**src/rtl/hazard_pkg.sv**
```systemverilog
// -----------------------------------------------------------------------------
// hazard_pkg
//
// Shared types and constants for the pipeline hazard controller:
//   - HZ_REG_AW / HZ_GR0 : default register-index width and the hardwired-zero
//                          register index.
//   - fwd_sel_t          : EX operand-mux source encoding.
//   - shadow_t           : one shadow scoreboard entry {rd, rf_le, load} at the
//                          default index width.
//   - hz_state_t         : controller FSM state.
//   - pick_fwd()         : youngest-producer-wins forwarding priority.
// -----------------------------------------------------------------------------
package hazard_pkg;

  localparam int HZ_REG_AW = 5;
  localparam int HZ_GR0    = 0;

  typedef enum logic [1:0] {
    FWD_RF    = 2'b00,  // read the register file
    FWD_EXMEM = 2'b01,  // producer sits in EX/MEM
    FWD_MEMWB = 2'b10,  // producer sits in MEM/WB
    FWD_WB    = 2'b11   // producer is on the writeback bus
  } fwd_sel_t;

  typedef struct packed {
    logic [HZ_REG_AW-1:0] rd;
    logic                 rf_le;
    logic                 load;
  } shadow_t;

  typedef enum logic {
    RUN   = 1'b0,
    STALL = 1'b1
  } hz_state_t;

  // The youngest in-flight producer holds the newest value of the register,
  // so EX beats MEM beats WB.
  function automatic fwd_sel_t pick_fwd(input logic m_ex,
                                        input logic m_mem,
                                        input logic m_wb);
    fwd_sel_t sel;
    sel = FWD_RF;
    if (m_ex) begin
      sel = FWD_EXMEM;
    end else if (m_mem) begin
      sel = FWD_MEMWB;
    end else if (m_wb) begin
      sel = FWD_WB;
    end
    return sel;
  endfunction

endpackage

```
**src/rtl/hazard_shadow_stage.sv**
```systemverilog
// -----------------------------------------------------------------------------
// hazard_shadow_stage
//
// One entry of the shadow destination-register scoreboard. Plain register with
// asynchronous active-high reset; an emptied entry (rf_le=0, load=0, rd=0) can
// never produce a match.
//
// Ports:
//   clk      in   pipeline clock
//   reset    in   asynchronous active-high reset
//   d_rd     in   incoming destination register index
//   d_rf_le  in   incoming register-file write enable
//   d_load   in   incoming "is a load" flag
//   q_rd     out  held destination register index
//   q_rf_le  out  held register-file write enable
//   q_load   out  held "is a load" flag
// -----------------------------------------------------------------------------
module hazard_shadow_stage
  import hazard_pkg::*;
#(
  parameter int REG_AW = HZ_REG_AW
) (
  input  logic              clk,
  input  logic              reset,
  input  logic [REG_AW-1:0] d_rd,
  input  logic              d_rf_le,
  input  logic              d_load,
  output logic [REG_AW-1:0] q_rd,
  output logic              q_rf_le,
  output logic              q_load
);

  logic [REG_AW-1:0] rd_reg;
  logic              rf_le_reg;
  logic              load_reg;

  always_ff @(posedge clk or posedge reset) begin
    if (reset) begin
      rd_reg    <= '0;
      rf_le_reg <= 1'b0;
      load_reg  <= 1'b0;
    end else begin
      rd_reg    <= d_rd;
      rf_le_reg <= d_rf_le;
      load_reg  <= d_load;
    end
  end

  assign q_rd    = rd_reg;
  assign q_rf_le = rf_le_reg;
  assign q_load  = load_reg;

endmodule

```
**src/rtl/pipeline_hazard_ctrl.sv**
```systemverilog
// -----------------------------------------------------------------------------
// pipeline_hazard_ctrl
//
// Backward-facing hazard control for the 5-stage pipeline. A three-deep shadow
// scoreboard mirrors the destination registers in flight in EX, MEM and WB.
// The ID-stage source operands are compared against it to
//   - detect load-use hazards and freeze PC/IF-ID while a bubble goes to ID/EX,
//   - compute forwarding selects that are registered into the EX cycle.
//
// Optional feature (compile-time macro HAZARD_PERF_EN): adds a saturating
// 16-bit count of hazard (bubble-insert) cycles on output stall_count.
//
// Ports:
//   clk          in   pipeline clock
//   reset        in   asynchronous active-high reset
//   id_valid     in   a real instruction occupies ID
//   id_rs1       in   ID source register A
//   id_rs2       in   ID source register B
//   id_use_rs1   in   instruction reads rs1
//   id_use_rs2   in   instruction reads rs2
//   id_rd        in   ID destination register
//   id_rf_le     in   ID instruction writes the register file
//   id_load      in   ID instruction is a load
//   pc_le        out  load-enable to PC_FRONT / PC_BACK
//   if_id_le     out  load-enable to IF/ID
//   id_ex_nop    out  1 = inject all-zero control into ID/EX (bubble)
//   fwd_a        out  registered EX operand-A source (fwd_sel_t encoding)
//   fwd_b        out  registered EX operand-B source (fwd_sel_t encoding)
//   stalled      out  registered: a bubble was inserted last cycle
//   stall_count  out  (HAZARD_PERF_EN only) saturating hazard-cycle count
// -----------------------------------------------------------------------------
module pipeline_hazard_ctrl
  import hazard_pkg::*;
#(
  parameter int REG_AW = HZ_REG_AW,
  parameter int GR0    = HZ_GR0
) (
  input  logic              clk,
  input  logic              reset,
  input  logic              id_valid,
  input  logic [REG_AW-1:0] id_rs1,
  input  logic [REG_AW-1:0] id_rs2,
  input  logic              id_use_rs1,
  input  logic              id_use_rs2,
  input  logic [REG_AW-1:0] id_rd,
  input  logic              id_rf_le,
  input  logic              id_load,
  output logic              pc_le,
  output logic              if_id_le,
  output logic              id_ex_nop,
  output logic [1:0]        fwd_a,
  output logic [1:0]        fwd_b,
  output logic              stalled
`ifdef HAZARD_PERF_EN
  ,
  output logic [15:0]       stall_count
`endif
);

  localparam logic [REG_AW-1:0] GR0_IDX = REG_AW'(GR0);
  localparam int NSTAGE = 3;  // 0 = EX, 1 = MEM, 2 = WB

  // ---------------------------------------------------------------------------
  // Shadow scoreboard: EX -> MEM -> WB chain
  // ---------------------------------------------------------------------------
  logic [REG_AW-1:0] sh_rd      [NSTAGE];
  logic [NSTAGE-1:0] sh_rf_le;
  logic [NSTAGE-1:0] sh_load;

  logic [REG_AW-1:0] sh_rd_next [NSTAGE];
  logic [NSTAGE-1:0] sh_rf_le_next;
  logic [NSTAGE-1:0] sh_load_next;

  logic haz;

  // The EX entry only claims the write if the instruction really issues; an
  // invalid slot or a stalled instruction enters as a bubble. rd is copied
  // regardless because rf_le=0 already makes the entry inert.
  assign sh_rd_next[0]    = id_rd;
  assign sh_rf_le_next[0] = id_rf_le & id_valid & ~haz;
  assign sh_load_next[0]  = id_load  & id_valid & ~haz;

  genvar gi;
  generate
    for (gi = 1; gi < NSTAGE; gi++) begin : g_chain
      assign sh_rd_next[gi]    = sh_rd[gi-1];
      assign sh_rf_le_next[gi] = sh_rf_le[gi-1];
      assign sh_load_next[gi]  = sh_load[gi-1];
    end

    for (gi = 0; gi < NSTAGE; gi++) begin : g_shadow
      hazard_shadow_stage #(
        .REG_AW (REG_AW)
      ) u_stage (
        .clk     (clk),
        .reset   (reset),
        .d_rd    (sh_rd_next[gi]),
        .d_rf_le (sh_rf_le_next[gi]),
        .d_load  (sh_load_next[gi]),
        .q_rd    (sh_rd[gi]),
        .q_rf_le (sh_rf_le[gi]),
        .q_load  (sh_load[gi])
      );
    end
  endgenerate

  // ---------------------------------------------------------------------------
  // Source-operand matching
  // ---------------------------------------------------------------------------
  // GR0 reads always return zero, so a GR0 source never depends on anyone,
  // even when an in-flight instruction "writes" GR0.
  logic src_a_live;
  logic src_b_live;
  logic [NSTAGE-1:0] match_a;
  logic [NSTAGE-1:0] match_b;

  assign src_a_live = id_valid & id_use_rs1 & (id_rs1 != GR0_IDX);
  assign src_b_live = id_valid & id_use_rs2 & (id_rs2 != GR0_IDX);

  generate
    for (gi = 0; gi < NSTAGE; gi++) begin : g_match
      assign match_a[gi] = src_a_live & sh_rf_le[gi] & (sh_rd[gi] == id_rs1);
      assign match_b[gi] = src_b_live & sh_rf_le[gi] & (sh_rd[gi] == id_rs2);
    end
  endgenerate

  // A load's data is only available at the end of MEM, so a consumer directly
  // behind it must wait one cycle; after that the load sits in MEM and the
  // MEM/WB forward path covers it.
  assign haz = (match_a[0] | match_b[0]) & sh_load[0];

  // ---------------------------------------------------------------------------
  // Forwarding selects, registered into the EX cycle
  // ---------------------------------------------------------------------------
  fwd_sel_t sel_a_next;
  fwd_sel_t sel_b_next;
  fwd_sel_t fwd_a_reg;
  fwd_sel_t fwd_b_reg;

  assign sel_a_next = pick_fwd(match_a[0], match_a[1], match_a[2]);
  assign sel_b_next = pick_fwd(match_b[0], match_b[1], match_b[2]);

  always_ff @(posedge clk or posedge reset) begin
    if (reset) begin
      fwd_a_reg <= FWD_RF;
      fwd_b_reg <= FWD_RF;
    end else if (haz) begin
      // The instruction moving into EX is a bubble: no operand source needed.
      fwd_a_reg <= FWD_RF;
      fwd_b_reg <= FWD_RF;
    end else begin
      fwd_a_reg <= sel_a_next;
      fwd_b_reg <= sel_b_next;
    end
  end

  assign fwd_a = fwd_a_reg;
  assign fwd_b = fwd_b_reg;

  // ---------------------------------------------------------------------------
  // Stall FSM
  // ---------------------------------------------------------------------------
  hz_state_t state_reg;
  hz_state_t state_next;
  logic      pc_le_next;
  logic      nop_next;

  always_ff @(posedge clk or posedge reset) begin
    if (reset) begin
      state_reg <= RUN;
    end else begin
      state_reg <= state_next;
    end
  end

  // STALL never chains to itself: after one bubble the load has moved to MEM,
  // where the hazard no longer applies. A second hazard from a different load
  // goes back through RUN.
  always_comb begin
    state_next = state_reg;
    pc_le_next = ~haz;
    nop_next   = haz;
    case (state_reg)
      RUN:     if (haz) state_next = STALL;
      STALL:   state_next = RUN;
      default: state_next = RUN;
    endcase
  end

  assign pc_le     = pc_le_next;
  assign if_id_le  = pc_le_next;
  assign id_ex_nop = nop_next;
  assign stalled   = (state_reg == STALL);

  // ---------------------------------------------------------------------------
  // Optional hazard-cycle counter
  // ---------------------------------------------------------------------------
`ifdef HAZARD_PERF_EN
  logic [15:0] stall_count_reg;

  always_ff @(posedge clk or posedge reset) begin
    if (reset) begin
      stall_count_reg <= '0;
    end else if (haz && (stall_count_reg != 16'hFFFF)) begin
      stall_count_reg <= stall_count_reg + 16'd1;
    end
  end

  assign stall_count = stall_count_reg;
`endif

endmodule

```
**config.mk**
```make
export PLATFORM = sky130hd
export DESIGN_NAME = pipeline_hazard_ctrl
export DESIGN_NICKNAME = d
export VERILOG_FILES = /design/src/rtl/hazard_pkg.sv /design/src/rtl/hazard_shadow_stage.sv /design/src/rtl/pipeline_hazard_ctrl.sv
export SDC_FILE = /design/constraint.sdc
export NUM_CORES = 1
export LEC_CHECK = 0
export ABC_AREA = 0
export ABC_CLOCK_PERIOD_IN_PS = 1830
export BUFFER_PORTS_ARGS = -buffer_cell sky130_fd_sc_hd__buf_2
export CAP_MARGIN = 20
export CORE_MARGIN = 3
export CORE_UTILIZATION = 40
export DETAILED_ROUTE_END_ITERATION = 16
export GPL_TIMING_DRIVEN = 0
export PLACE_DENSITY_LB_ADDON = 0.3
export SLEW_MARGIN = 20
export SYNTH_ARGS = -nofsm -noshare
export SYNTH_HDL_FRONTEND = slang
export SYNTH_HIERARCHICAL = 1
export SYNTH_SLANG_ARGS = --single-unit
```
**constraint.sdc**
```tcl
create_clock -name clk -period 1.83 [get_ports clk]
set_input_delay 0.0915 -clock clk [delete_from_list [all_inputs] [get_ports clk]]
set_output_delay 0.0915 -clock clk [all_outputs]
set_load 0.02 [all_outputs]
```
==> results.sh <==
export IMPL_drive_gt1_share_pct=35.3
export IMPL_grt_overflow=0
export IMPL_relSlewSlack_pct=80.1
export IMPL_io_pin_count=30
export IMPL_final_cells=163
export IMPL_placed_cell_area_um2=1290
export IMPL_finalWirelength_um=2410
export IMPL_clkTransAtPathRegs_ns=0.12
export IMPL_fin_setup_tns_ns=0
export IMPL_wl_per_cell_um=14.8
export IMPL_fillers=223
export IMPL_dp_cells=151
export IMPL_ir_worst_vdd_uv=416
export IMPL_synth_area_per_cell_um2=12.1
export IMPL_drc_errors=0
export IMPL_worst_slack_ns=0.0205
export IMPL_fp_row_count=18
export IMPL_end_kind="primary output"
export IMPL_grt_pass1_vias=808
export IMPL_stdcell_area_um2=1460
export IMPL_ant_nets=0
export IMPL_min_period_over_period_pct=98.9
export IMPL_worstMarginPinSlew_ns=0.298
export IMPL_hpwl_um=1840
export IMPL_port_buffers=29
export IMPL_syn_instance_count=92
export IMPL_die_h_um=58.7
export IMPL_maxSlewViolCount=0
export IMPL_path_class="reg -> out"
export IMPL_arrival_ns=1.72
export IMPL_status="complete, no violations"
export IMPL_clockBufferDepth=2
export IMPL_num_vias=840
export IMPL_power_density_nw_per_um2=651
export IMPL_numCtsBuffers=3
export IMPL_skew_ns=0.00436
export IMPL_cts_tree="done"
export IMPL_rsz0062_at_grt="true"
export IMPL_grt_pass1_wl_um=3890
export IMPL_synth_area_um2=1110
export IMPL_synth_nets=114
export IMPL_die_w_um=58.7
export IMPL_final_common_cell="buf_2"
export IMPL_clk_latency_ns=0.31
export IMPL_drt_pass1_iter_count=4
export IMPL_grt_max_degree=13
export IMPL_setup_viol=0
export IMPL_final_cell_mix="buf_2, dfrtp_1, xnor2_1, xor2_1, dlygate4sd3_1"
export IMPL_htree_levels=1
export IMPL_place_congestion=0.720
export IMPL_clockRootBuffer="clkbuf_4"
export IMPL_start_util_pct=43.3
export IMPL_antenna_cells=0
export IMPL_cts_sinks=24
export IMPL_via_per_inst=5.15
export IMPL_finalHoldViolations=0
export IMPL_pre_cts_slack_ns=-0.0147
export IMPL_fin_crit_ns=1.81
export IMPL_cap_viol_max_count=0
export IMPL_power_leakage_nw=0.675
export IMPL_max_clock_freq_ghz=0.553
export IMPL_syn_to_final_growth_pct=31.0
export IMPL_start_kind="register"
export IMPL_power_uw=949
export IMPL_drt_iter0_markers=22
export IMPL_hold_path_class="in -> reg"
export IMPL_cp_required_ns=1.74
export IMPL_path_max_fanout=6
export IMPL_grt_usage_pct=15.5
export IMPL_coreArea_um2=2570
export IMPL_nets=157
export IMPL_largest_reg_flops=15
export IMPL_grt_antenna_before_repair=0
export IMPL_synth_warnings=6
export IMPL_fp_dieArea_um2=3450
layout make-up:
class	instances	area [um^2]	share of cell area (%)
Tap cell	30	37.5	2.58
Timing Repair Buffer	38	240	16.5
Multi-Input combinational cell	62	527	36.1
Inverter	5	18.8	1.29
Buffer	1	11.3	0.773
Sequential cell	24	601	41.2
Clock buffer	3	22.5	1.55
path summary, 6_finish.rpt:
check,start,endpoint,slack [ns],cells past startpoint
setup / recovery,g_shadow[0].u_stage/q_rd[3],pc_le,0.02,6
hold / removal,id_load,g_shadow[0].u_stage/q_load,0.03,2
setup reg to reg,g_shadow[0].u_stage/q_rd[3],g_shadow[0].u_stage/q_rf_le,0.23,6
hold reg to reg,g_shadow[0].u_stage/q_rf_le,g_shadow[1].u_stage/q_rf_le,0.43,0
max in group asynchronous,reset,g_shadow[0].u_stage/q_rd[3],1.36,3
min in group asynchronous,reset,fwd_a[0],0.24,3
critical path, stage by stage, from the launching register on:
cell     delay (ns)
dfrtp_1        0.45
xnor2_2        0.18
nand4_1        0.18
nor3_4         0.26
o21ai_4        0.10
buf_6          0.13
buf_6          0.12
metrics by stage:
stage / hold slack, ns / util [%]
global placement: 0.0281 / 50.4
global route: 0.0115 / 56.8
CTS: 0.0248 / 55.3
detailed placement: 0.0411 / 50.4
finish: 0.0343 / 56.8
floorplan: -0.130 / -
where the power goes:
part	switching (mW)	internal [mW]	total (mW)	leakage [nW]
Combinational	0.0728	0.0755	0.148	0.365
Sequential	0.0225	0.552	0.575	0.296
Clock	0.149	0.0769	0.226	0.0138
per-layer routing:
| layer | routed length, um | track usage [%] | vias up |
|---|---|---|---|
| met2 | 1210 | 21.9 | 32 |
| met5 | 0 | 0 | - |
| li1 | - | - | 396 |
| met3 | 132 | 1.97 | 2 |
| met1 | 1040 | 22.9 | 410 |
| met4 | 23 | 8.41 | 0 |
timing repair:
action                                 CTS  global route
buffers inserted                         2             1
pin swaps                                2             5
resized for setup                        4             7
hold buffers                             6             0
endpoints found under the hold margin   29             0
setup endpoints to repair                3             3
(Power assumes the default switching activity.)
